File: config.mk
export PLATFORM = sky130hd
export DESIGN_NAME = serial_rx_flat
export DESIGN_NICKNAME = d
export VERILOG_FILES = /design/src/rtl/serial_rx_if.sv /design/src/rtl/serial_rx.sv /design/src/flat_wrapper.sv
export SDC_FILE = /design/constraint.sdc
export NUM_CORES = 1
export LEC_CHECK = 0
export ABC_AREA = 1
export ABC_CLOCK_PERIOD_IN_PS = 4100
export CORE_MARGIN = 2
export CORE_UTILIZATION = 66
export DETAILED_ROUTE_END_ITERATION = 10
export DONT_BUFFER_PORTS = 1
export PLACE_DENSITY = 0.85
export SLEW_MARGIN = 20
export SYNTH_ARGS = -nofsm -noshare
export SYNTH_HDL_FRONTEND = slang
export SYNTH_SLANG_ARGS = --single-unit
File: constraint.sdc
create_clock -name clk -period 4.1 [get_ports clk]
set_input_delay 1.23 -clock clk [delete_from_list [all_inputs] [get_ports clk]]
set_output_delay 1.23 -clock clk [all_outputs]
set_load 0.02 [all_outputs]
File: src/rtl/serial_rx_if.sv
// Receive-side bus of the 8N1 serial receiver: the serial line, the bit-rate mode
// and the byte handshake toward the consumer.
interface serial_rx_if;
    logic [1:0] mode;
    logic       rxd;
    logic       ack;
    logic [7:0] rx_data;
    logic       rx_valid;
    logic       frame_err;
    logic       overrun;
    logic       busy;

    modport master (
        output mode, rxd, ack,
        input  rx_data, rx_valid, frame_err, overrun, busy
    );

    modport slave (
        input  mode, rxd, ack,
        output rx_data, rx_valid, frame_err, overrun, busy
    );
endinterface

File: src/rtl/serial_rx.sv
// 8N1 UART receiver: two-flop synchronised line, mid-bit sampling, one-byte
// holding register with valid/ack handshake, framing and overrun reporting.
module serial_rx #(
    parameter int unsigned BAUD_DIV = 1302,
    parameter int unsigned CNT_W    = 14
) (
    input  logic       clk,
    input  logic       reset,
    serial_rx_if.slave bus
);

    typedef enum logic [2:0] {
        S_IDLE,
        S_START,
        S_DATA,
        S_STOP,
        S_WAIT_HIGH
    } state_t;

    state_t           r_state;
    state_t           w_state_next;

    logic             r_sync1;
    logic             r_rs;
    logic             r_rs_prev;
    logic [1:0]       r_mode;
    logic [CNT_W-1:0] r_timer;
    logic [2:0]       r_idx;
    logic [7:0]       r_shreg;
    logic [7:0]       r_rx_data;
    logic             r_rx_valid;
    logic             r_frame_err;
    logic             r_overrun;

    logic [CNT_W-1:0] w_bit_new;
    logic [CNT_W-1:0] w_half_new;
    logic [CNT_W-1:0] w_bit_cur;
    logic             w_fall;
    logic             w_tmr_zero;
    logic             w_start;
    logic             w_first_sample;
    logic             w_sample_data;
    logic             w_complete;
    logic             w_stop_bad;
    logic             w_busy;

    // Bit period for a frame about to start uses the live mode; mid-frame reloads use the latched copy
    assign w_bit_new  = CNT_W'(BAUD_DIV) << bus.mode;
    assign w_half_new = w_bit_new >> 1;
    assign w_bit_cur  = CNT_W'(BAUD_DIV) << r_mode;
    assign w_fall     = r_rs_prev & ~r_rs;
    assign w_tmr_zero = (r_timer == '0);

    // Two-flop synchroniser plus previous-sample flop for falling-edge detection
    always_ff @(posedge clk or negedge reset) begin
        if (!reset) begin
            r_sync1   <= 1'b1;
            r_rs      <= 1'b1;
            r_rs_prev <= 1'b1;
        end else begin
            r_sync1   <= bus.rxd;
            r_rs      <= r_sync1;
            r_rs_prev <= r_rs;
        end
    end

    // State register
    always_ff @(posedge clk or negedge reset) begin
        if (!reset) begin
            r_state <= S_IDLE;
        end else begin
            r_state <= w_state_next;
        end
    end

    // Next-state logic; every sampling decision happens when the bit timer reaches zero
    always_comb begin
        w_state_next = r_state;
        case (r_state)
            S_IDLE:      if (w_fall) w_state_next = S_START;
            S_START:     if (w_tmr_zero) w_state_next = r_rs ? S_IDLE : S_DATA;
            S_DATA:      if (w_tmr_zero && (r_idx == 3'd7)) w_state_next = S_STOP;
            S_STOP:      if (w_tmr_zero) w_state_next = r_rs ? S_IDLE : S_WAIT_HIGH;
            S_WAIT_HIGH: if (r_rs) w_state_next = S_IDLE;
            default:     w_state_next = S_IDLE;
        endcase
    end

    // State-decoded strobes driving the datapath and the busy flag
    always_comb begin
        w_start        = (r_state == S_IDLE) && w_fall;
        w_first_sample = (r_state == S_START) && w_tmr_zero;
        w_sample_data  = (r_state == S_DATA) && w_tmr_zero;
        w_complete     = (r_state == S_STOP) && w_tmr_zero && r_rs;
        w_stop_bad     = (r_state == S_STOP) && w_tmr_zero && !r_rs;
        w_busy         = (r_state != S_IDLE);
    end

    // Bit timer, mode latch, bit index and shift register
    always_ff @(posedge clk or negedge reset) begin
        if (!reset) begin
            r_timer <= '0;
            r_mode  <= '0;
            r_idx   <= '0;
            r_shreg <= '0;
        end else begin
            if (w_start) begin
                r_timer <= w_half_new - CNT_W'(1);
                r_mode  <= bus.mode;
            end else if ((r_state == S_START) || (r_state == S_DATA) || (r_state == S_STOP)) begin
                r_timer <= w_tmr_zero ? (w_bit_cur - CNT_W'(1)) : (r_timer - CNT_W'(1));
            end
            if (w_first_sample) begin
                r_idx <= '0;
            end else if (w_sample_data) begin
                r_idx <= r_idx + 3'd1;
            end
            if (w_sample_data) begin
                r_shreg <= {r_rs, r_shreg[7:1]};
            end
        end
    end

    // Output byte, handshake flags and the framing-error pulse
    always_ff @(posedge clk or negedge reset) begin
        if (!reset) begin
            r_rx_data   <= '0;
            r_rx_valid  <= 1'b0;
            r_overrun   <= 1'b0;
            r_frame_err <= 1'b0;
        end else begin
            r_frame_err <= w_stop_bad;
            if (w_complete) begin
                r_rx_data  <= r_shreg;
                r_rx_valid <= 1'b1;
                // An ack landing on the completion edge consumes the old byte, so no overrun
                if (bus.ack) begin
                    r_overrun <= 1'b0;
                end else if (r_rx_valid) begin
                    r_overrun <= 1'b1;
                end
            end else if (bus.ack && r_rx_valid) begin
                r_rx_valid <= 1'b0;
                r_overrun  <= 1'b0;
            end
        end
    end

    assign bus.rx_data   = r_rx_data;
    assign bus.rx_valid  = r_rx_valid;
    assign bus.frame_err = r_frame_err;
    assign bus.overrun   = r_overrun;
    assign bus.busy      = w_busy;

endmodule

File: src/flat_wrapper.sv
// flat-port wrapper written by rule: the top's interface ports become plain ports
module serial_rx_flat 
#(
    parameter int unsigned BAUD_DIV = 1302,
    parameter int unsigned CNT_W    = 14
)
  (clk, reset, bus_mode, bus_rxd, bus_ack, bus_rx_data, bus_rx_valid, bus_frame_err, bus_overrun, bus_busy);
  serial_rx_if bus_i ();
  input  logic clk;
  input  logic reset;
  input wire logic [$bits(bus_i.mode)-1:0] bus_mode;
  input wire logic [$bits(bus_i.rxd)-1:0] bus_rxd;
  input wire logic [$bits(bus_i.ack)-1:0] bus_ack;
  output wire logic [$bits(bus_i.rx_data)-1:0] bus_rx_data;
  output wire logic [$bits(bus_i.rx_valid)-1:0] bus_rx_valid;
  output wire logic [$bits(bus_i.frame_err)-1:0] bus_frame_err;
  output wire logic [$bits(bus_i.overrun)-1:0] bus_overrun;
  output wire logic [$bits(bus_i.busy)-1:0] bus_busy;
  assign bus_i.mode = bus_mode;
  assign bus_i.rxd = bus_rxd;
  assign bus_i.ack = bus_ack;
  assign bus_rx_data = bus_i.rx_data;
  assign bus_rx_valid = bus_i.rx_valid;
  assign bus_frame_err = bus_i.frame_err;
  assign bus_overrun = bus_i.overrun;
  assign bus_busy = bus_i.busy;
  serial_rx #(.BAUD_DIV(BAUD_DIV), .CNT_W(CNT_W)) u_core (.clk(clk), .reset(reset), .bus(bus_i));
endmodule
After elaboration in Yosys (flattened, before gate mapping). Index checks and enable logic that the tools add are counted.

Register bits after elaboration: 44. Bits of input ports: 6. Output and inout port bits: 12. Logic and storage cells: 68.

Add/sub/neg operators: 4. Equality and inequality tests: 11. Shift operators: 2. Multiplexer cells: 18. Bitwise logic cells: 2. Reductions and logical operators: 19.

Operator list (number): 14-bit 2-to-1 mux (3); 11-bit by 2-bit left shift with 14-bit output (first input constant) (2); 14-bit by 1-bit subtractor with 14-bit output (second input constant) (2); 3-bit 2-to-1 mux (8); 3-bit case mux with 5 select lines (1); 14-bit zero test (1); 13-bit by 1-bit subtractor with 14-bit output (second input constant) (1); 2-bit by 1-bit != test with 1-bit output (second input constant) (5); 1-bit logical AND (8); 3-bit by 2-bit equality test with 1-bit output (second input constant) (2); 3-bit equality test (second input constant) (2); 2-bit nonzero test (3); 1-bit 2-to-1 mux (5); 5-bit AND reduction (1); 3-bit by 1-bit adder with 3-bit output (second input constant) (1); 3-bit by 1-bit equality test with 1-bit output (second input constant) (1); 3-bit zero test (1); 3-bit by 2-bit != test with 1-bit output (second input constant) (1); 3-bit nonzero test (1); 1-bit logical OR (2); 2-bit 2-to-1 mux (1); 2-bit AND reduction (1); 1-bit bitwise AND (1); 1-bit zero test (1); 1-bit inverter (1).

Logic depth before layout (Yosys ltp).
Word-level depth: 5. Depth in mapped cells: 15. Gate-level depth less buffers: 14.

Worst setup path after synthesis. No wires, ideal clock.

Kind: input to register. Start point: input bus_mode[0]. End point: register u_core.r_timer[8]. Setup time: 119 ps. Arrival: 2416 ps. Data required time: 3981 ps. Path slack: 1565 ps. Stages: 10. Buffers on the path: 0. Path through: inv_1 -> ha_1 -> nand2_1 -> o21ai_0 -> inv_1 -> ha_1 -> nand2_2 -> nor2_4 -> a21oi_1 -> o21a_1.

Cells in the longest elaborated chain, start to end: 3.

Ends and longest elaborated chain: start, declared (RTL line flat_wrapper.sv:11) `input wire logic [$bits(bus_i.mode)-1:0] bus_mode;`; 11-bit by 2-bit left shift with 14-bit output (RTL line serial_rx.sv:48) `assign w_bit_new = CNT_W'(BAUD_DIV) << bus.mode;`; 13-bit by 1-bit subtractor with 14-bit output (RTL line serial_rx.sv:108) `r_timer <= w_half_new - CNT_W'(1);`; 14-bit 2-to-1 mux (RTL line serial_rx.sv:107) `if (w_start) begin`; end signal, assigned (RTL line serial_rx.sv:108); end signal, assigned (RTL line serial_rx.sv:111) `r_timer <= w_tmr_zero ? (w_bit_cur - CNT_W'(1)) : (r_timer - CNT_W'(1));`; end, declared (RTL line serial_rx.sv:27) `logic [CNT_W-1:0] r_timer;`.

No other way between the ends. A chain may end at the register's enable or synchronous reset.

Final worst setup path. Ends and elaborated chain as after synthesis.

==> metrics.log <==
INFO  metric vias = between 2000 and 2500
INFO  metric hold_critical_path_depth = 0
INFO  metric hold_path_class = flip-flop to flip-flop
INFO  metric worstPathRequired = between 4 and 5 ns
INFO  metric r2r_end = u_core.r_timer[8]
INFO  metric globalRouteTotalUtil = 27.6%
INFO  metric synth.ff_latch_count = 44
INFO  metric hp-start = u_core.r_sync1
INFO  metric first_global_vias = 1987
INFO  metric detail_route.first_pass.iterations = 5
INFO  metric post-route-util = about 74%
INFO  metric timing.reg2reg.worst_path_depth = 12
INFO  metric setup-tns-final = 0 ns
INFO  metric syn-cell-area = 2600 um2
INFO  metric initial_utilization = between 70% and 80%
INFO  metric synth_cell_types = 34
INFO  metric place_worst_setup_slack = 1.40 ns
INFO  metric rrSetupSlack = 1.85 ns
INFO  metric clock_path_buffers = 2
INFO  metric fraction_of_final_layout_cells_sized_beyond_drive_strength_1 = 11.4%
INFO  metric io_buffers = 0
INFO  metric start_kind = input port
INFO  metric detailed_place_hpwl = 3970 um
INFO  metric cts_hold_buf = 0
INFO  metric static-leakage-power = 1.40 nW
INFO  metric die_span_in_y = 66.8 um
INFO  metric synth.yosys.seq_area_share = 42.5%
INFO  metric clock_sinks = 44
INFO  metric final_hold_viol_count = 0
INFO  metric antennaDiodeCount = 0
INFO  metric grt_antenna_before_repair = 0
INFO  metric drv.max_cap_violation_count = 0
INFO  metric power.density_cell_area = 613 nW/um2
INFO  metric finalSetupViolations = 0
INFO  metric status = finished clean
INFO  metric synth_area_per_cell = 7.88 um2
INFO  metric grt_start_max_net_pins = 45
INFO  metric gr-total-overflow = 0
INFO  metric final_net_count = 351
INFO  metric post_cts_resize_count = 0
INFO  metric r2r-start = u_core.r_timer[5]
INFO  metric synthesis.yosys.warnings = 0
INFO  metric slew_headroom = 58.7%
INFO  metric area.growth.synth_to_final = 5.34%
INFO  metric maxClockFrequency = 417 MHz
INFO  metric timing_startpoint_of_the_critical_path = bus_mode[0]
INFO  metric cts-buffers-inserted = 5
INFO  metric final_antenna_net_count = 0
INFO  metric final_critical_path_setup_slack = 1.70 ns
INFO  metric num_rows = 22
INFO  metric fin_crit_sh = 58.5%
INFO  metric timing.final.max_slew_violations = 0
INFO  metric die_width = approximately 67 um
INFO  metric synth_cells = 330
INFO  metric cts_post_setup_buffers_inserted = 0
INFO  metric fp.dieArea = 4460 um2
INFO  metric dpl.cell_count = between 300 and 400
INFO  metric worst_margin_pin_slew = 0.619 ns
INFO  metric cts_tree = done
INFO  metric layoutNonFillerInstCount = 381
INFO  metric timing.critical_path.arrival = between 2 and 3 ns
INFO  metric grt_first_pass_wirelength = 9180 um
INFO  metric clk_lat_worst_skew = 0.31 ns
INFO  metric holdWs = roughly 0.37 ns
INFO  metric power.ir.vdd_worst = ~0.00042 V
INFO  metric route.detailed.drc = 0
INFO  metric postSynthNetCount = 349
INFO  metric worstHoldEndpoint = u_core.r_rs
INFO  metric detail_route.vias_per_cell = 5.61
INFO  metric critPathCaptureType = flip-flop
INFO  metric cts.root.buffer_cell = sky130_fd_sc_hd__clkbuf_8
INFO  metric clock_skew = 0.00353 ns
INFO  metric power = 1.68 mW
INFO  metric drt_wl_total = around 5400 um
INFO  metric rsz0062_at_grt = no
INFO  metric clk_pin_slew = 0.09 ns
INFO  metric routedWlPerCell = ~14 um
INFO  metric detailedRoute.firstIterationViolations = 255
INFO  metric htree_levels = 2
INFO  metric placement.cell_area = 2630 um2
INFO  metric globalplace.congestion = roughly 0.92
INFO  metric floorplan.io_pins = 18
INFO  metric core-area = 3720 um2
INFO  metric design_area = 2740 um2
INFO  metric setup.worst_path.class = input port to flip-flop
INFO  metric cp_max_fo = 6
INFO  metric final.min_clock_period = 2.40 ns
[synthesized netlist by cell type (all sizes together)]
cell    instances  area [um2]
a21oi           5        25.0
o211ai          1        7.51
dfrtp          41        1030
nand3b          4        30.0
nand3          29         158
o21a            2        15.0
xor2            1        8.76
nand2          97         399
nand4           5        31.3
or2             3        18.8
dfstp           3        78.8
clkbuf          2        11.3
o21bai          1        7.51
o31ai           1        7.51
inv            46         175
o21ai          30         158
ha             13         163
nor3            3        15.0
buf             4        32.5
nor2           33         191
a22o            2        17.5
a31oi           4        25.0
[metal layers]
layer	track usage, %	share of wire [%]	routed length [um]	vias up
met1	37.1	45	2410	997
li1	-	-	-	1058
met4	11.5	2.5	134	0
met3	4.39	4.8	258	17
met5	0	0	0	-
met2	44.4	48	2550	66
[cells in the final DEF, fill, tap and decap left out, types with 5 or more instances in the layout]
cell / netlist / layout
sky130_fd_sc_hd__nand2_1: 87 / 87
sky130_fd_sc_hd__inv_1: 45 / 45
sky130_fd_sc_hd__dfrtp_1: 41 / 41
sky130_fd_sc_hd__nand3_1: 28 / 28
sky130_fd_sc_hd__o21ai_0: 26 / 26
sky130_fd_sc_hd__nor2_1: 23 / 23
sky130_fd_sc_hd__ha_1: 13 / 13
sky130_fd_sc_hd__nand2_2: 8 / 8
sky130_fd_sc_hd__nor2_2: 5 / 5
sky130_fd_sc_hd__a21oi_1: 5 / 5
sky130_fd_sc_hd__nand4_1: 5 / 5
sky130_fd_sc_hd__clkbuf_8: 0 / 5
[where the power goes]
part	switching [mW]	internal [mW]	leakage (nW)
clock	0.165	0.184	0.0548
combinational	0.488	0.239	0.774
sequential	0.0812	0.523	0.571
[registers in the layout, indices dropped and copies added, names as in the netlist]
name	flops
u_core.r_idx	3
u_core.bus.rx_data	8
u_core.r_rs_prev	1
u_core.r_rs	1
u_core.r_timer	14
u_core.bus.overrun	1
u_core.r_shreg	8
u_core.r_sync1	1
u_core.bus.frame_err	1
u_core.r_mode	2
u_core.bus.rx_valid	1
u_core.r_state	3
[area by class of cell]
class                   count  area (um2)
flip-flops and latches     44        1100
multi-input cells         234        1280
fillers                   281         976
clock inverters             3        46.3
clock buffers               5        68.8
repair buffers              1        7.51
inverters                  46         175
well taps                  48        60.1
[cell families (layout without fill, tap and decap cells)]
kind of cell / count (synthesis) / count (layout) / synth area share, %
and+or+nand+nor: 174 / 174 / 32.4
buffers and inverters: 52 / 55 / 8.42
AOI/OAI and AO/OA: 46 / 46 / 10.1
DFF: 44 / 44 / 42.5
adders and majority gates: 13 / 13 / 6.25
xor gates and xnor gates: 1 / 1 / 0.337
[critical path, stage by stage]
cell                      delay [ns]
sky130_fd_sc_hd__inv_1          0.05
sky130_fd_sc_hd__ha_1           0.22
sky130_fd_sc_hd__nand2_1        0.06
sky130_fd_sc_hd__o21ai_0        0.10
sky130_fd_sc_hd__inv_1          0.13
sky130_fd_sc_hd__ha_1           0.26
sky130_fd_sc_hd__nand2_2        0.10
sky130_fd_sc_hd__nor2_4         0.16
sky130_fd_sc_hd__a21oi_1        0.09
sky130_fd_sc_hd__o21a_1         0.19
[worst max path at each step]
stage                              to  slack (ns)
CTS                 u_core.r_timer[8]        1.71
floorplan           u_core.r_timer[8]        1.57
detailed placement  u_core.r_timer[8]        1.40
global route        u_core.r_timer[4]        1.55
finish              u_core.r_timer[8]        1.70
global placement    u_core.r_timer[8]        1.49
Power figures use the tool's default switching activity.
